$ cat config.mk
export PLATFORM = sky130hd
export DESIGN_NAME = memory_arbiter
export DESIGN_NICKNAME = d
export VERILOG_FILES = /design/src/rtl/memory_arbiter.sv
export SDC_FILE = /design/constraint.sdc
export NUM_CORES = 1
export LEC_CHECK = 0
export ABC_AREA = 1
export BUFFER_PORTS_ARGS = -buffer_cell sky130_fd_sc_hd__clkbuf_2
export CAP_MARGIN = 20
export CORE_UTILIZATION = 32
export DETAILED_ROUTE_END_ITERATION = 7
export MAX_ROUTING_LAYER = met4
export PLACE_DENSITY_LB_ADDON = 0.05
export SLEW_MARGIN = 20
export SYNTH_ARGS = -nofsm -noshare
export SYNTH_HDL_FRONTEND = slang
export SYNTH_SLANG_ARGS = --single-unit
$ cat constraint.sdc
create_clock -name CLK -period 4.7 [get_ports CLK]
set_input_delay 0.47 -clock CLK [delete_from_list [all_inputs] [get_ports CLK]]
set_output_delay 0.47 -clock CLK [all_outputs]
set_load 0.02 [all_outputs]
$ cat src/rtl/memory_arbiter.sv
// Single-port RAM arbiter between the instruction and data cache ports; optional ARB_ROUND_ROBIN_EN fairness.
// Latency: grant at N, strobes at N+1, wait low the cycle after ram_ready (minimum N+2); watchdog aborts after TIMEOUT strobe cycles.
// Backpressure: one transaction in flight; requesters hold iREN/dREN/dWEN until their wait pulses low, re-sampled only in IDLE.
module memory_arbiter #(
    parameter int          TIMEOUT  = 64,
    parameter logic [31:0] ERR_WORD = 32'hBAD1BAD1
) (
    input  logic        CLK,
    input  logic        RST,
    input  logic        iREN,
    input  logic [31:0] iaddr,
    input  logic        dREN,
    input  logic        dWEN,
    input  logic [31:0] daddr,
    input  logic [31:0] dstore,
    output logic        iwait,
    output logic        dwait,
    output logic [31:0] iload,
    output logic [31:0] dload,
    output logic        ramREN,
    output logic        ramWEN,
    output logic [31:0] ramaddr,
    output logic [31:0] ramstore,
    input  logic [31:0] ramload,
    input  logic        ram_ready,
    output logic        err
);

    localparam int             CW      = (TIMEOUT > 2) ? $clog2(TIMEOUT) : 1;
    localparam logic [CW-1:0] CNT_MAX = CW'(TIMEOUT - 1);

    typedef enum logic [2:0] {
        IDLE,
        ISERV,
        DSERV,
        IRESP,
        DRESP
    } state_t;

    state_t          state;
    state_t          next_state;
    logic [CW-1:0]   wdog_cnt;
    logic            wr_q;
    logic            d_pend;
    logic            grant_i;
    logic            grant_d;
    logic            svc_done;
    logic            svc_abort;
    logic            in_serv;

`ifdef ARB_ROUND_ROBIN_EN
    // 1 = data side was granted last
    logic            last_grant_d;
`endif

    assign d_pend  = dREN | dWEN;
    assign in_serv = (state == ISERV) || (state == DSERV);

    // Outputs are pure decodes of registered state; no requester input reaches them.
    assign ramREN = (state == ISERV) || ((state == DSERV) && !wr_q);
    assign ramWEN = (state == DSERV) && wr_q;
    assign iwait  = (state != IRESP);
    assign dwait  = (state != DRESP);

    always_ff @(posedge CLK or posedge RST) begin
        if (RST) begin
            state <= IDLE;
        end else begin
            state <= next_state;
        end
    end

    always_comb begin
        next_state = state;
        grant_i    = 1'b0;
        grant_d    = 1'b0;
        svc_done   = 1'b0;
        svc_abort  = 1'b0;
        case (state)
            IDLE: begin
                if (d_pend && iREN) begin
`ifdef ARB_ROUND_ROBIN_EN
                    if (last_grant_d) begin
                        grant_i = 1'b1;
                    end else begin
                        grant_d = 1'b1;
                    end
`else
                    grant_d = 1'b1;
`endif
                end else if (d_pend) begin
                    grant_d = 1'b1;
                end else if (iREN) begin
                    grant_i = 1'b1;
                end
                if (grant_i) begin
                    next_state = ISERV;
                end else if (grant_d) begin
                    next_state = DSERV;
                end
            end
            ISERV, DSERV: begin
                if (ram_ready) begin
                    svc_done   = 1'b1;
                    next_state = (state == ISERV) ? IRESP : DRESP;
                end else if (wdog_cnt == CNT_MAX) begin
                    svc_abort  = 1'b1;
                    next_state = (state == ISERV) ? IRESP : DRESP;
                end
            end
            IRESP, DRESP: begin
                next_state = IDLE;
            end
            default: begin
                next_state = IDLE;
            end
        endcase
    end

    always_ff @(posedge CLK or posedge RST) begin
        if (RST) begin
            wdog_cnt <= '0;
            wr_q     <= 1'b0;
            ramaddr  <= '0;
            ramstore <= '0;
            iload    <= '0;
            dload    <= '0;
            err      <= 1'b0;
        end else begin
            if (grant_i || grant_d) begin
                wdog_cnt <= '0;
                ramaddr  <= grant_d ? daddr : iaddr;
                // Write wins when the data side asserts both strobes.
                wr_q     <= grant_d & dWEN;
                if (grant_d) begin
                    ramstore <= dstore;
                end
            end else if (in_serv) begin
                wdog_cnt <= wdog_cnt + CW'(1);
            end

            if (state == ISERV) begin
                if (svc_done) begin
                    iload <= ramload;
                end else if (svc_abort) begin
                    iload <= ERR_WORD;
                end
            end

            // A timed-out write also reports ERR_WORD so software sees the failure.
            if (state == DSERV) begin
                if (svc_done && !wr_q) begin
                    dload <= ramload;
                end else if (svc_abort) begin
                    dload <= ERR_WORD;
                end
            end

            if (svc_abort) begin
                err <= 1'b1;
            end
        end
    end

`ifdef ARB_ROUND_ROBIN_EN
    always_ff @(posedge CLK or posedge RST) begin
        if (RST) begin
            last_grant_d <= 1'b0;
        end else if (grant_i || grant_d) begin
            last_grant_d <= grant_d;
        end
    end
`endif

endmodule

==> results.sh, run 1 <==
export IMPL_outcome="finished, final reports clean"
export IMPL_hold_violations=0
export IMPL_syn_mean_instance_area_um2=8.30
export IMPL_postCtsSetupBuffers=0
export IMPL_wirelength_um=17700
export IMPL_ys_seq_area_share_pct=57.2
export IMPL_ios=267
export IMPL_route_detailed_drc=0
export IMPL_slowest_delay_ps=510
export IMPL_grt_pass1_wl_um=28500
export IMPL_rsz0062_at_grt="no"
export IMPL_pre_cts_slack_ps=2070
export IMPL_antenna_left=0
export IMPL_dr_pass1_iters=4
export IMPL_die_area_um2=19600
export IMPL_tritoncts_num_buffers=17
export IMPL_drv_slew=0
export IMPL_dp_hpwl_um=12300
export IMPL_crit_chain="nor2_2, nand2_1, nor2_4, buf_4, inv_2, buf_4, nand2_1, nand2_1"
export IMPL_worstMarginPinSlew_ps=950
export IMPL_clkSinkCount=139
export IMPL_hold_class="in -> reg"
export IMPL_cts_root_buf="clkbuf_16"
export IMPL_die_x_um=140
export IMPL_arrival_ps=2750
export IMPL_syn_instance_count=733
export IMPL_cp_common_cell="nand2_1"
export IMPL_worstSetupPathType="reg -> reg"
export IMPL_fin_util_pct=43.4
export IMPL_final_cell_mix="266 x clkbuf_2, 241 x nand2_1, 139 x dfrtp_1"
export IMPL_yosysWarnings=0
export IMPL_path_max_fanout=65
export IMPL_total_leakage_power_nw=4.45
export IMPL_h_tree_depth=4
export IMPL_io_buffers=266
export IMPL_layout_nets=1115
export IMPL_required_ps=5000
export IMPL_die_h_um=140
export IMPL_timing_final_ws_setup_ps=2250
export IMPL_fmaxAchievable_mhz=408
export IMPL_ys_seq_elements=139
export IMPL_ys_types=22
export IMPL_multi_input_area_um2=2210
export IMPL_gr_total_overflow=0
export IMPL_post_cts_resized=0
export IMPL_drv_cap=0
export IMPL_cts_tree="done"
export IMPL_setup_tns_ps=0
export IMPL_antenna_found_initial=0
export IMPL_period_minus_slack_ps=2450
export IMPL_regArea_um2=3480
export IMPL_rows=50
export IMPL_dr_total_vias=5534
export IMPL_track_usage_pct=19.3
export IMPL_n_antenna_cell=0
export IMPL_core_um2=18600
export IMPL_vdd_ir_drop_max_uv=271
export IMPL_clkTransAtPathRegs_ps=60
export IMPL_power_density_nw_per_um2=752
export IMPL_initial_core_util_pct=32.6
export IMPL_fillers=1973
export IMPL_end_kind="register"
export IMPL_cp_start_kind="register"
export IMPL_syn_area_um2=6080
export IMPL_drt_initial_drc_count=244
export IMPL_cts_path_max_buffers=2
export IMPL_synth_nets=868
export IMPL_syn2layout_area_growth_pct=33.0
export IMPL_grt_max_degree=106
export IMPL_post_drt_via_cell_ratio=4.52
export IMPL_critical_path_top_delay_family="buffers and inverters"
export IMPL_skew_ps=7.00
export IMPL_place_gp_congestion=0.789
export IMPL_cts_hold_buf=0
export IMPL_period_share_pct=52.2
export IMPL_drive_above_1_share_pct=32.1
export IMPL_relSlewSlack_pct=36.7
export IMPL_critPathSlowestCell="buf_4"
export IMPL_critPathBufInv=3
export IMPL_grt_pass1_vias=5442
export IMPL_layout_commonest_cell="clkbuf_2"
export IMPL_clk_latency_ps=410
export IMPL_setup_viol=0
export IMPL_wl_per_cell_um=14.5
-- kinds of logic after synthesis --
group,share of synthesized area (%)
xor+xnor,0.288
simple gates,27.2
fa+ha+maj,0.206
buf+inv,6.67
flops,57.2
compound gates,8.46
-- per-layer routing --
layer  up-vias  track usage [%]  part of all wire [%]
met5         -                -                     0
met4         0             6.54                   1.4
met3        23             4.78                   6.0
met2       168             30.4                    47
met1      2526             24.1                    45
li1       2817                -                     -
-- final cells by class --
cell class	instances	share of cell area [%]
repair buffers	272	17.3
clock inverters	8	0.866
flip-flops and latches	139	43.0
inverters	45	2.15
well taps	234	3.62
multi-input cells	505	27.3
clock buffers	22	5.86
-- report_power, final --
group / leakage (nW) / total, W / switching, W / internal [W]
logic: 2.51 / 0.00275 / 0.00193 / 0.000812
clock network: 0.267 / 0.00125 / 0.000493 / 0.000759
registers: 1.68 / 0.00209 / 0.000321 / 0.00177
-- through the flow --
stage | hold WS [ps] | instances | cell area [um^2] | total power (W)
finish | 250 | 1225 | 8090 | 0.00609
global route | 238 | 1225 | 8090 | 0.00656
floorplan | 494 | 733 | 6080 | 0.00393
global placement | 456 | 1194 | 7520 | 0.00490
CTS | 229 | 1225 | 8090 | 0.00619
detailed placement | 451 | 1195 | 7550 | 0.00491
-- cells in the mapped netlist --
cell      number  area [um^2]
nand2_2        2         12.5
nand4_1       21          131
nor2_1        94          353
nand2_4        3         33.8
nand3_2        3         30.0
o21ai_0       48          240
o21ai_2        1         8.76
ha_1           1         12.5
dfrtp_1      139         3480
o21ai_1       29          145
buf_6          3         33.8
nor2_4         1         11.3
a21oi_1       24          120
nor2_2         2         12.5
clkbuf_1      10         37.5
inv_1         41          154
inv_2          4         15.0
nand2_1      241          905
buf_2         27          135
buf_4          4         30.0
xor2_1         2         17.5
nand3_1       33          165
-- flip-flops by register name, summed over array words and instances, names as in the netlist --
signal	flops
dload	32
ramaddr	32
iload	32
wdog_cnt	6
state	3
ramstore	32
err	1
wr_q	1
-- worst paths after layout --
check,startpoint,slack [ps],to,cells after the start
setup / recovery,state[1]$_DFFE_PP0P_,2250,ramstore[16]$_DFFE_PP0P_,8
hold / removal,dstore[4],250,ramstore[4]$_DFFE_PP0P_,3
setup reg to reg,state[1]$_DFFE_PP0P_,2250,ramstore[16]$_DFFE_PP0P_,8
hold reg to reg,err$_DFFE_PP0P_,470,err$_DFFE_PP0P_,2
max in group asynchronous,RST,3330,dload[25]$_DFFE_PP0P_,3
min in group asynchronous,RST,260,ramaddr[22]$_DFFE_PP0P_,2
-- worst register-to-register path, delay by kind of cell (launching register included) --
family | cells | cell delay, ps
buffers and inverters | 3 | 1390
DFF | 1 | 420
and+or+nand+nor | 5 | 520
Note: power is estimated with default switching activity, not from simulation.
==> inputs of run 2 (changes only) <==
- ABC_AREA: 1 -> 0
- clock period: 4.7 -> 2.5 ns (I/O delays scaled with it)
==> run 2 against run 1 <==
  * Total power rose by 76%
  * First-iteration DRC count is 7.8% lower
  * Synthesized cell count is 28% lower
  * Die area up 1.8%
  * Register-to-register slack lost 1600 ps
  * Highest routed layer unchanged
  * Sequential power grew 73%
  * Largest cell class unchanged
  * Area after synthesis rose by 1.9%
  * Sequential share of layout area decreased by 1.5 points
  * Worst setup slack worse by 1900 ps
==> results.sh, run 2 <==
export IMPL_outcome="finished, final reports clean"
export IMPL_grt_pass1_vias=5383
export IMPL_syn2layout_area_growth_pct=35.3
export IMPL_core_um2=18800
export IMPL_skew_ps=6.66
export IMPL_hold_class="in -> reg"
export IMPL_drive_above_1_share_pct=46.0
export IMPL_total_leakage_power_nw=3.87
export IMPL_syn_instance_count=528
export IMPL_antenna_left=0
export IMPL_internal_power_w=0.00633
export IMPL_arrival_ps=1920
export IMPL_synth_flop_cell="dfrtp_1"
export IMPL_path_max_fanout=26
export IMPL_grt_max_degree=66
export IMPL_wl_per_cell_um=16.9
export IMPL_track_usage_pct=19.0
export IMPL_synth_simple_gate_area_share_pct=7.98
export IMPL_die_x_um=141
export IMPL_wirelength_um=17800
export IMPL_post_drt_via_cell_ratio=5.01
export IMPL_final_cell_mix="266 x clkbuf_2, 139 x dfrtp_1, 42 x a21oi_1"
export IMPL_crit_chain="buf_4, nor3b_4, and2_1, clkbuf_2"
export IMPL_clkTransAtPathRegs_ps=60
export IMPL_grt_pass1_wl_um=28500
export IMPL_layout_nets=920
export IMPL_layout_commonest_cell="clkbuf_2"
export IMPL_synth_common_cells="139 x dfrtp_1, 42 x a21oi_1, 32 x mux2_2"
export IMPL_fin_util_pct=44.5
export IMPL_synth_async_reset_ratio_pct=100
export IMPL_hold_violations=0
export IMPL_synth_top_family_by_area="compound AO/OA/AOI/OAI gates"
export IMPL_clk_latency_ps=420
export IMPL_post_cts_resized=0
export IMPL_power_frac_comb_pct=42.5
export IMPL_swShare_pct=40.8
export IMPL_rsz0062_at_grt="no"
export IMPL_io_buffers=266
export IMPL_place_gp_congestion=0.774
export IMPL_synth_compound_area_share_pct=24.0
export IMPL_worstMarginPinSlew_ps=732
export IMPL_ys_seq_elements=139
export IMPL_required_ps=2250
export IMPL_dr_pass1_iters=4
export IMPL_synth_nets=663
export IMPL_period_share_pct=86.8
export IMPL_n_antenna_cell=0
export IMPL_cp_start_kind="register"
export IMPL_period_minus_slack_ps=2170
export IMPL_relSlewSlack_pct=51.1
export IMPL_cts_path_max_buffers=2
export IMPL_synthMuxAreaShare_pct=6.16
export IMPL_syn_area_um2=6190
export IMPL_synth_edf_count=0
export IMPL_ios=267
export IMPL_rows=50
export IMPL_yosysMostFrequentCell="dfrtp_1"
export IMPL_synth_fa_ha_area_share_pct=0.202
export IMPL_power_density_nw_per_um2=1280
export IMPL_postCtsSetupBuffers=0
export IMPL_ys_seq_area_share_pct=56.2
export IMPL_ys_types=50
export IMPL_fmaxAchievable_mhz=461
export IMPL_p_clk_share_pct=23.7
export IMPL_slowest_delay_ps=470
export IMPL_cts_root_buf="clkbuf_16"
export IMPL_h_tree_depth=4
export IMPL_setup_viol=0
export IMPL_synth_area_top_cells="dfrtp_1 56%, mux2_2 5.8%, o2bb2ai_1 4.4%"
export IMPL_initial_core_util_pct=32.9
export IMPL_p_sw_w=0.00437
export IMPL_dp_hpwl_um=12800
export IMPL_cts_tree="done"
export IMPL_die_area_um2=19900
export IMPL_end_kind="output port"
export IMPL_tritoncts_num_buffers=17
export IMPL_die_h_um=141
export IMPL_route_detailed_drc=0
export IMPL_drv_slew=0
export IMPL_synth_top_cell_area_share_pct=56.2
export IMPL_syn_mean_instance_area_um2=11.7
export IMPL_synth_largest_area_cell="dfrtp_1"
export IMPL_p_seq_share_pct=33.8
export IMPL_synth_xor_area_share_pct=0.283
export IMPL_antenna_found_initial=0
export IMPL_setup_tns_ps=0
export IMPL_dr_total_vias=5301
export IMPL_worstSetupPathType="reg -> out"
export IMPL_vdd_ir_drop_max_uv=572
export IMPL_gr_total_overflow=0
export IMPL_drv_cap=0
export IMPL_critPathSlowestCell="nor3b_4"
export IMPL_drt_initial_drc_count=225
export IMPL_clkSinkCount=139
export IMPL_yosysWarnings=0
## run 2: cell count changes after synthesis, sizes merged, moves of 32 or more
| cell | delta |
|---|---|
| nand3 | -32 |
| nor2 | -72 |
| mux2 | +33 |
| o21ai | -58 |
| nand2 | -229 |
## run 2: layout make-up
cell class | count | area, um^2
clock buffers | 17 | 425
clock inverters | 15 | 164
multi-input cells | 320 | 2400
well taps | 260 | 325
flip-flops and latches | 139 | 3480
fillers | 1837 | 10400
repair buffers | 285 | 1500
inverters | 22 | 86.3
## run 2: power groups by stage
stage / Sequential (W) / Clock [W] / Combinational (W)
floorplan: 0.00452 / 0 / 0.00225
finish: 0.00362 / 0.00254 / 0.00454
global placement: 0.00364 / 0 / 0.00452
detailed placement: 0.00364 / 0 / 0.00462
CTS: 0.00363 / 0.00260 / 0.00461
global route: 0.00374 / 0.00270 / 0.00496
## run 2: what timing repair did
item / 4_1_cts / 5_1_grt
hold buffers: 1 / 0
hold endpoints to repair: 28 / 0
endpoints found under the setup margin: 0 / 0
## run 2: cells by family after synthesis
logic type / after synthesis
adder cells (fa/ha/maj): 1
AND/OR/NAND/NOR: 87
XOR/XNOR: 2
flip-flops: 139
buffers and inverters: 69
multiplexers: 34
AO/OA/AOI/OAI: 196
## run 2: stage by stage
step	setup slack (ps)	power [W]	hold WS [ps]	cells	instance area [um^2]
CTS	270	0.0108	28.4	1058	8380
global placement	675	0.00816	380	1025	7780
floorplan	515	0.00676	385	528	6200
finish	330	0.0107	51.3	1058	8380
global route	194	0.0114	38.6	1058	8380
detailed placement	619	0.00826	404	1025	7780
## run 2: worst max-delay path: cells and delay by family, from the launching register on
family | cells | cell delay [ps]
flops | 1 | 360
buf+inv | 2 | 470
simple gates | 2 | 660
## run 2: path summary, 6_finish.rpt
kind	start	to	slack [ps]	cells past startpoint
setup / recovery	state[1]$_DFFE_PP0P_	ramWEN	330	4
hold / removal	dstore[3]	ramstore[3]$_DFFE_PP0P_	50	2
setup reg to reg	state[1]$_DFFE_PP0P_	iload[19]$_DFFE_PP0P_	630	5
hold reg to reg	err$_DFFE_PP0P_	err$_DFFE_PP0P_	470	1
max in group asynchronous	RST	dload[18]$_DFFE_PP0P_	1200	4
min in group asynchronous	RST	ramstore[8]$_DFFE_PP0P_	500	3
## run 2: per-layer routing
| layer | routed length (um) | global-route usage [%] |
|---|---|---|
| met1 | 8020 | 24.0 |
| met2 | 8480 | 29.9 |
| met3 | 1090 | 5.13 |
| met4 | 244 | 5.89 |
| met5 | 0 | - |
